<file path="config.mk">
export PLATFORM = sky130hd
export DESIGN_NAME = noc_rx_arbiter_flat
export DESIGN_NICKNAME = d
export VERILOG_FILES = /design/src/rtl/noc_rx_arbiter_if.sv /design/src/rtl/noc_rx_arbiter.sv /design/src/flat_wrapper.sv
export SDC_FILE = /design/constraint.sdc
export NUM_CORES = 1
export LEC_CHECK = 0
export BUFFER_PORTS_ARGS = -buffer_cell sky130_fd_sc_hd__buf_2
export CORE_ASPECT_RATIO = 1.5
export CORE_MARGIN = 3
export CORE_UTILIZATION = 55
export DETAILED_ROUTE_END_ITERATION = 8
export GPL_TIMING_DRIVEN = 1
export HOLD_SLACK_MARGIN = 0.08
export PLACE_DENSITY = 0.83
export SETUP_SLACK_MARGIN = 0.5
export SLEW_MARGIN = 20
export SYNTH_ARGS = -nofsm -noshare
export SYNTH_HDL_FRONTEND = slang
export SYNTH_SLANG_ARGS = --single-unit
</file>
<file path="constraint.sdc">
create_clock -name clk -period 3.5 [get_ports clk]
set_input_delay 0.175 -clock clk [delete_from_list [all_inputs] [get_ports clk]]
set_output_delay 0.175 -clock clk [all_outputs]
set_load 0.05 [all_outputs]
</file>
<file path="src/rtl/noc_rx_arbiter_if.sv">
// Handshake bundle between the per-CPU input streams, the merged NoC output and the stats tap.
// The slave modport is the arbiter's view; the master modport is the CPU/NoC side.
interface noc_rx_arbiter_if #(
  parameter int unsigned CPU_NB = 4
);
  localparam int unsigned IDX_W = $clog2(CPU_NB);

  logic [CPU_NB-1:0]        data_vld;
  logic [CPU_NB-1:0]        data_rdy;
  logic [CPU_NB-1:0][63:0]  data;
  logic                     out_vld;
  logic                     out_rdy;
  logic [63:0]              out_data;
  logic [IDX_W-1:0]         out_cpu_idx;
  logic [CPU_NB-1:0][31:0]  stat_cnt;

  modport master (
    output data_vld, data, out_rdy,
    input  data_rdy, out_vld, out_data, out_cpu_idx, stat_cnt
  );

  modport slave (
    input  data_vld, data, out_rdy,
    output data_rdy, out_vld, out_data, out_cpu_idx, stat_cnt
  );
endinterface

</file>
<file path="src/rtl/noc_rx_arbiter.sv">
// Per-CPU FIFOs merged round-robin onto one tagged output stream.
// Optional per-CPU accepted-word counters are built when NOC_RX_STATS_EN is defined.
module noc_rx_arbiter #(
  parameter int unsigned CPU_NB     = 4,
  parameter int unsigned FIFO_DEPTH = 4
) (
  input  logic               clk,
  input  logic               rst,
  noc_rx_arbiter_if.slave    bus
);

  localparam int unsigned IDX_W = $clog2(CPU_NB);
  localparam int unsigned PTR_W = $clog2(FIFO_DEPTH);
  localparam int unsigned CNT_W = $clog2(FIFO_DEPTH + 1);

  logic [63:0]      mem_q    [CPU_NB][FIFO_DEPTH];
  logic [PTR_W-1:0] wr_ptr_q [CPU_NB];
  logic [PTR_W-1:0] rd_ptr_q [CPU_NB];
  logic [CNT_W-1:0] count_q  [CPU_NB];

  logic [CPU_NB-1:0] nonempty;
  logic [CPU_NB-1:0] data_rdy;
  logic [CPU_NB-1:0] push;
  logic [CPU_NB-1:0] pop;

  logic [IDX_W-1:0] rr_q;
  logic [IDX_W-1:0] grant_idx;
  logic             grant_found;
  logic             load;

  logic             out_vld_q;
  logic [63:0]      out_data_q;
  logic [IDX_W-1:0] out_idx_q;

  // Ready is a function of registered occupancy only, forced low during reset.
  always_comb begin
    for (int i = 0; i < CPU_NB; i++) begin
      nonempty[i] = (count_q[i] != '0);
      data_rdy[i] = (count_q[i] != CNT_W'(FIFO_DEPTH)) && !rst;
      push[i]     = bus.data_vld[i] && data_rdy[i];
    end
  end

  // Round-robin search starting just after the last granted index.
  always_comb begin
    int unsigned cand;
    cand        = 0;
    grant_found = 1'b0;
    grant_idx   = '0;
    for (int unsigned k = 1; k <= CPU_NB; k++) begin
      cand = (32'(rr_q) + k) % CPU_NB;
      if (!grant_found && nonempty[IDX_W'(cand)]) begin
        grant_found = 1'b1;
        grant_idx   = IDX_W'(cand);
      end
    end
    load = (!out_vld_q || bus.out_rdy) && grant_found;
    for (int i = 0; i < CPU_NB; i++) begin
      pop[i] = load && (grant_idx == IDX_W'(i));
    end
  end

  always_ff @(posedge clk) begin
    for (int i = 0; i < CPU_NB; i++) begin
      if (push[i]) begin
        mem_q[i][wr_ptr_q[i]] <= bus.data[i];
      end
    end
  end

  always_ff @(posedge clk) begin
    if (rst) begin
      for (int i = 0; i < CPU_NB; i++) begin
        wr_ptr_q[i] <= '0;
        rd_ptr_q[i] <= '0;
        count_q[i]  <= '0;
      end
      rr_q       <= IDX_W'(CPU_NB - 1);
      out_vld_q  <= 1'b0;
      out_data_q <= '0;
      out_idx_q  <= '0;
    end else begin
      for (int i = 0; i < CPU_NB; i++) begin
        if (push[i]) wr_ptr_q[i] <= wr_ptr_q[i] + PTR_W'(1);
        if (pop[i])  rd_ptr_q[i] <= rd_ptr_q[i] + PTR_W'(1);
        count_q[i] <= count_q[i] + CNT_W'(push[i]) - CNT_W'(pop[i]);
      end
      if (load) begin
        out_vld_q  <= 1'b1;
        out_data_q <= mem_q[grant_idx][rd_ptr_q[grant_idx]];
        out_idx_q  <= grant_idx;
        rr_q       <= grant_idx;
      end else if (bus.out_rdy) begin
        out_vld_q  <= 1'b0;
      end
    end
  end

  assign bus.data_rdy    = data_rdy;
  assign bus.out_vld     = out_vld_q;
  assign bus.out_data    = out_data_q;
  assign bus.out_cpu_idx = out_idx_q;

`ifdef NOC_RX_STATS_EN
  logic [31:0] stat_q [CPU_NB];

  always_ff @(posedge clk) begin
    for (int i = 0; i < CPU_NB; i++) begin
      if (rst) begin
        stat_q[i] <= '0;
      end else if (push[i]) begin
        stat_q[i] <= stat_q[i] + 32'd1;
      end
    end
  end

  always_comb begin
    for (int i = 0; i < CPU_NB; i++) begin
      bus.stat_cnt[i] = stat_q[i];
    end
  end
`else
  assign bus.stat_cnt = '0;
`endif

endmodule

</file>
<file path="src/flat_wrapper.sv">
// flat-port wrapper written by rule: the top's interface ports become plain ports
module noc_rx_arbiter_flat 
#(
  parameter int unsigned CPU_NB     = 4,
  parameter int unsigned FIFO_DEPTH = 4
)
  (clk, rst, bus_data_vld, bus_data, bus_out_rdy, bus_data_rdy, bus_out_vld, bus_out_data, bus_out_cpu_idx, bus_stat_cnt);
  noc_rx_arbiter_if #(.CPU_NB(CPU_NB)) bus_i ();
  input  logic clk;
  input  logic rst;
  input wire logic [$bits(bus_i.data_vld)-1:0] bus_data_vld;
  input wire logic [$bits(bus_i.data)-1:0] bus_data;
  input wire logic [$bits(bus_i.out_rdy)-1:0] bus_out_rdy;
  output wire logic [$bits(bus_i.data_rdy)-1:0] bus_data_rdy;
  output wire logic [$bits(bus_i.out_vld)-1:0] bus_out_vld;
  output wire logic [$bits(bus_i.out_data)-1:0] bus_out_data;
  output wire logic [$bits(bus_i.out_cpu_idx)-1:0] bus_out_cpu_idx;
  output wire logic [$bits(bus_i.stat_cnt)-1:0] bus_stat_cnt;
  assign bus_i.data_vld = bus_data_vld;
  assign bus_i.data = bus_data;
  assign bus_i.out_rdy = bus_out_rdy;
  assign bus_data_rdy = bus_i.data_rdy;
  assign bus_out_vld = bus_i.out_vld;
  assign bus_out_data = bus_i.out_data;
  assign bus_out_cpu_idx = bus_i.out_cpu_idx;
  assign bus_stat_cnt = bus_i.stat_cnt;
  noc_rx_arbiter #(.CPU_NB(CPU_NB), .FIFO_DEPTH(FIFO_DEPTH)) u_core (.clk(clk), .rst(rst), .bus(bus_i));
endmodule
</file>
-- After elaboration in Yosys (flattened, before gate mapping)
Memory sizes are Yosys's and may differ from the RTL's.
Index checks and enable logic that the tools add are counted.
- add/sub/neg operators: 20
- magnitude comparators: 13
- equality and inequality tests: 7
- multiplexer cells: 72
- bitwise gates (word level): 17
- reduce and logical (&&, ||, !) cells: 32
- operator list (kind ; number):
    $mux 256 ; 4
    $demux 64 s2 ; 4
    $mux 64 ; 6
    $bmux 64 s2 ; 1
    $mux 1 ; 37
    $mux 2 ; 12
    $add 2x1->2 const B ; 10
    $logic_and 1x1->1 ; 20
    $ge 3x3->1 const B ; 5
    $not 2->3 ; 5
    $add 3x1->3 ; 4
    $lt 2x3->1 const B ; 4
    $lt 3x1->1 const B ; 4
    $mux 3 ; 4
    $ne 3x3->1 const B ; 4
    $or 1x1->1 ; 12
    $reduce_bool 3->1 ; 4
    $sub 3x1->3 ; 4
    $bmux 1 s2 ; 4
    $logic_not 1->1 ; 5
    $add 2x2->2 const B ; 2
    $eq 2x2->1 const B ; 2
    $eq 2x1->1 const B ; 1
    $logic_not 2->1 ; 1
    other kinds (2) ; 2
- register bits: 69
- RAM bits: 1052
- input bits: 263
- output and inout port bits: 199
- logic and storage cells: 169
- memories: 4
- memory list (name ; words ; width ; read ports ; clocked after memory_dff ; write ports ; RTL line ; text):
    u_core.mem_q ; 4 ; 256 ; 1 ; 0 ; 4 ; noc_rx_arbiter.sv:16 ; logic [63:0] mem_q [CPU_NB][FIFO_DEPTH];
    u_core.count_q ; 4 ; 3 ; 4 ; 0 ; 4 ; noc_rx_arbiter.sv:19 ; logic [CNT_W-1:0] count_q [CPU_NB];
    u_core.rd_ptr_q ; 4 ; 2 ; 5 ; 0 ; 4 ; noc_rx_arbiter.sv:18 ; logic [PTR_W-1:0] rd_ptr_q [CPU_NB];
    u_core.wr_ptr_q ; 4 ; 2 ; 4 ; 0 ; 4 ; noc_rx_arbiter.sv:17 ; logic [PTR_W-1:0] wr_ptr_q [CPU_NB];

-- Longest topological paths before layout
An unclocked memory read counts as a cell.
- word-level depth: 20
- depth in mapped cells: 17
- gate-level depth less buffers: 13

-- Worst setup path after synthesis
No wires, ideal clock.
- kind: reg-to-reg
- start: memory u_core.count_q[1][1] (netlist bit)
- end: memory u_core.mem_q[1][0] (netlist bit), enable pin
- setup time: 0.429 ns
- arrival: 3.118 ns
- data required time: 3.071 ns
- slack: -0.048 ns
- stages on the path, launching flop included: 4
- path buffers: 0
- period minus slack after synthesis: 3.548 ns
- cells stage by stage: dfxtp_1 -> nor2_1 -> a21oi_1 -> and3_1
- RTL lines (item ; RTL line):
    from (decl) ; noc_rx_arbiter.sv:19
    to (decl) ; noc_rx_arbiter.sv:16

==> metrics <==
outcome=finished clean; die area=85600 sq um; nature of the critical path startpoint=register; Max Slew Vio Count=0; Setup CP Type=register to register; Slew headroom=0.284; mux share of post-synthesis cell area=0.0302; final worst setup slack=0.547 ns; maximum fanout along the worst path=20; CTS tree=yes; flop-to-flop setup slack=0.55 ns; Synth Register Bits=1121; DPL Wire Length=70100 um; CTS root buffer=clkbuf_16; post-route insts no fill=4910; RSZ-0062 raised after global routing=yes; Setup TNS=0 ns; drt wl/cell=28.2 um; simple-gate share of the synthesized area=0.0960; Logic pwr share=0.545; largest net degree at the start of global routing=197; Pint=32.5 mW; endpoint class of the critical path=register; Synth Area in Compound Gates=0.0881; DRC=0; register area=32900 sq um; cell count of the worst reg-to-reg path=10; PwrDens=1090 nW/um^2; via count=31115; clock share of power=0.181; Setup Skew=0.0313 ns; Die Wd=240 um; worst slew pin tran=1.07 ns; synth unique cells=43; vias in the first global route=30575; Post-DP Area=47700 sq um; Tmin final=2.95 ns; Initial DRC Count=4346; Total Power=59.1 mW; R2R Path Start=u_core.count_q[2][1]$_SDFF_PP0_; worst min path class=primary input to register; Hold Fails Final Rpt=0; Peak supply drop=1630 uV; Fillers=5189; register area share after synthesis=0.728; Post-Route WL=139000 um; grt total ovfl=0; area of the multi-input gates=10900 sq um; crit path to=u_core.bus.out_data[35]$_SDFFE_PP0P_; syn avg cell area=14.2 sq um; initial antenna violation count=20; crit-path max cell delay=0.40 ns; Starting Density=0.555; max_cap viols=0; hold_ws=0.269 ns; area grow syn2layout=20.2%; min-delay src=bus_data[0]; critical path, cell by cell=or3_1 -> or3_1 -> nand4_1 -> buf_12 -> mux2i_4 -> mux2_8 -> buf_12 -> a311oi_1 -> o21ai_0 -> nand3_1; # clock sinks=1121; Skew-Pair Late Insertion Delay=0.67 ns; Highest Clock Rate=339 MHz; clk slew on worst S/H paths=0.07 ns; Tcrit/Tclk final=0.844; routability congestion estimate=0.851; largest family of logic cells by synthesized area=simple AND/OR/NAND/NOR gates; Mapped Cells=3172; gr usage total=0.302; Core ar.=81400 sq um; CP max stage cell=or3_1; Psw=26.5 mW; fin area=54300 sq um; Die Span Y=357 um; Via density=6.34; sw frac=0.449; Clock Path Buffers=3; xor/xnor share of the synthesized area=0.00252; port bufs=333; Setup Viol. Count Final=0; Final #Nets=4050; # IOs=462; first-pass GRT wire length=190000 um; ratio of cells with drive above 1 in the final layout=0.183; sequential share of power=0.274; RR Endpoint=u_core.bus.out_data[35]$_SDFFE_PP0P_; Worst setup startpoint=u_core.count_q[2][1]$_SDFF_PP0_; antenna viol nets, final=0; Data required, critical path=4.03 ns; WP data arrival=3.48 ns; Synth Cell Area=45100 sq um; Initial DRT Pass Iterations=7; num rows=128; DP Cell Count=4405; fin util=0.667; number of synthesis warnings=0; pre-CTS setup slack=0.276 ns; H-Tree Depth=3; CTS Buf Count=97; Leak=20.2 nW; Synth Area in Adders=0.00787
## cells in the final DEF (no fill, tap or decap), types with 4 or more instances in the layout
| master | synthesis | layout |
|---|---|---|
| bufinv_16 | 0 | 7 |
| nand3_1 | 68 | 65 |
| diode_2 | 0 | 24 |
| xnor2_1 | 10 | 9 |
| a221oi_2 | 56 | 56 |
| and3_1 | 153 | 136 |
| a21oi_1 | 133 | 133 |
| clkinvlp_4 | 0 | 8 |
| mux2i_1 | 133 | 127 |
| clkbuf_1 | 105 | 19 |
| edfxtp_1 | 1040 | 1040 |
| o21ai_1 | 100 | 103 |
| dfxtp_1 | 81 | 77 |
| ha_1 | 22 | 20 |
| buf_12 | 0 | 29 |
| clkinv_1 | 0 | 12 |
| nor2b_1 | 6 | 6 |
| inv_1 | 18 | 15 |
| and3_4 | 0 | 17 |
| nand2_1 | 712 | 712 |
| nand2b_1 | 5 | 5 |
| conb_1 | 1 | 128 |
| clkbuf_16 | 0 | 110 |
| dlygate4sd3_1 | 0 | 263 |
| a221oi_1 | 72 | 72 |
| a311oi_1 | 124 | 123 |
| and2_1 | 6 | 6 |
| clkinv_2 | 0 | 24 |
| buf_4 | 146 | 43 |
| dfxtp_2 | 0 | 4 |
| buf_6 | 26 | 4 |
| clkbuf_8 | 0 | 6 |
| nor3_1 | 13 | 12 |
| o21ai_0 | 28 | 25 |
| or2_2 | 5 | 5 |
| nor2_1 | 21 | 19 |
| inv_6 | 0 | 5 |
| buf_16 | 0 | 11 |
| a311oi_2 | 4 | 5 |
| buf_2 | 56 | 333 |
## logic make-up after synthesis
logic type	Yosys count
DFF	1121
adders and majority gates	26
and+or+nand+nor	997
AOI/OAI and AO/OA	524
other	1
buffers and inverters	355
xor gates and xnor gates	13
muxes	135
## state kept, by name, summed over array words and instances (netlist names)
name / cells
u_core.bus.out_vld: 1
u_core.wr_ptr_q: 8
u_core.rd_ptr_q: 8
u_core.bus.out_data: 64
u_core.rr_q: 2
u_core.bus.out_cpu_idx: 2
u_core.mem_q: 1024
u_core.count_q: 12
## power groups by stage
| stage | registers, mW | clock network (mW) | logic, mW |
|---|---|---|---|
| detailed placement | 16.4 | 0 | 27.0 |
| CTS | 16.1 | 10.6 | 28.4 |
| global route | 16.2 | 11.2 | 33.8 |
| global placement | 16.4 | 0 | 26.1 |
| finish | 16.2 | 10.7 | 32.2 |
| floorplan | 17.1 | 0 | 20.0 |
## worst min path at each step
| stage | cells after the start | endpoint | slack [ns] |
|---|---|---|---|
| 5_1_grt | 2 | u_core.mem_q[0][71]$_DFFE_PP_ | 0.25 |
| 2_1_floorplan | 0 | u_core.mem_q[0][0]$_DFFE_PP_ | 0.27 |
| 3_3_place_gp | 1 | u_core.mem_q[2][199]$_DFFE_PP_ | 0.39 |
| 3_5_place_dp | 1 | u_core.mem_q[3][6]$_DFFE_PP_ | 0.39 |
| 6_report | 2 | u_core.mem_q[0][0]$_DFFE_PP_ | 0.27 |
| 4_1_cts | 2 | u_core.mem_q[0][38]$_DFFE_PP_ | 0.22 |
## final cells by class
class,count,area share
Antenna cell,24,0.00111
Clock buffer,123,0.0480
Clock inverter,61,0.00998
Inverter,18,0.00124
Multi-Input combinational cell,1824,0.201
Sequential cell,1121,0.605
Tap cell,1040,0.0240
Timing Repair Buffer,699,0.110
## synth_stat cells, drive strengths merged
cell type	n	area [sq um]
a211o	2	17.5
a21oi	133	666
a221oi	128	1470
a22oi	1	7.51
a2bb2oi	1	8.76
a311oi	128	1150
a31oi	1	6.26
and2	6	37.5
and3	153	957
and4	1	8.76
buf	232	1680
clkbuf	105	394
conb	1	3.75
dfxtp	81	1620
edfxtp	1040	31200
fa	4	80.1
ha	22	275
inv	18	67.6
mux2	2	30.0
mux2i	133	1330
nand2	712	2670
nand2b	5	31.3
nand3	68	340
nand4	1	6.26
nor2	21	78.8
nor2b	6	37.5
nor3	14	81.3
nor3b	1	18.8
o211ai	1	7.51
o21ai	128	641
o21bai	1	7.51
or2	5	31.3
or3	4	30.0
xnor2	10	87.6
xor2	3	26.3
## routing by layer
| layer | up-vias | track usage | routed length [um] |
|---|---|---|---|
| met4 | 4 | 0.149 | 7240 |
| met3 | 544 | 0.0584 | 16000 |
| li1 | 12890 | - | - |
| met1 | 15026 | 0.377 | 47200 |
| met2 | 2651 | 0.507 | 68200 |
| met5 | - | 0 | 34 |
## worst max-delay path: cells and delay by family (launching register included)
| family | cells | cell delay [ns] |
|---|---|---|
| AO/OA/AOI/OAI | 2 | 0.36 |
| AND/OR/NAND/NOR | 4 | 1.01 |
| buffers and inverters | 2 | 0.42 |
| flip-flops | 1 | 0.36 |
| multiplexers | 2 | 0.67 |
## what timing repair did
action | CTS | global route
cloned | 3 | 12
pin swaps | 2 | 6
hold buffers | 263 | 0
gates resized for setup | 13 | 36
setup buffers | 4 | 15
hold endpoints to repair | 1058 | 0
setup endpoints to repair | 70 | 69
No activity file was read; power rests on OpenSTA's default activity.
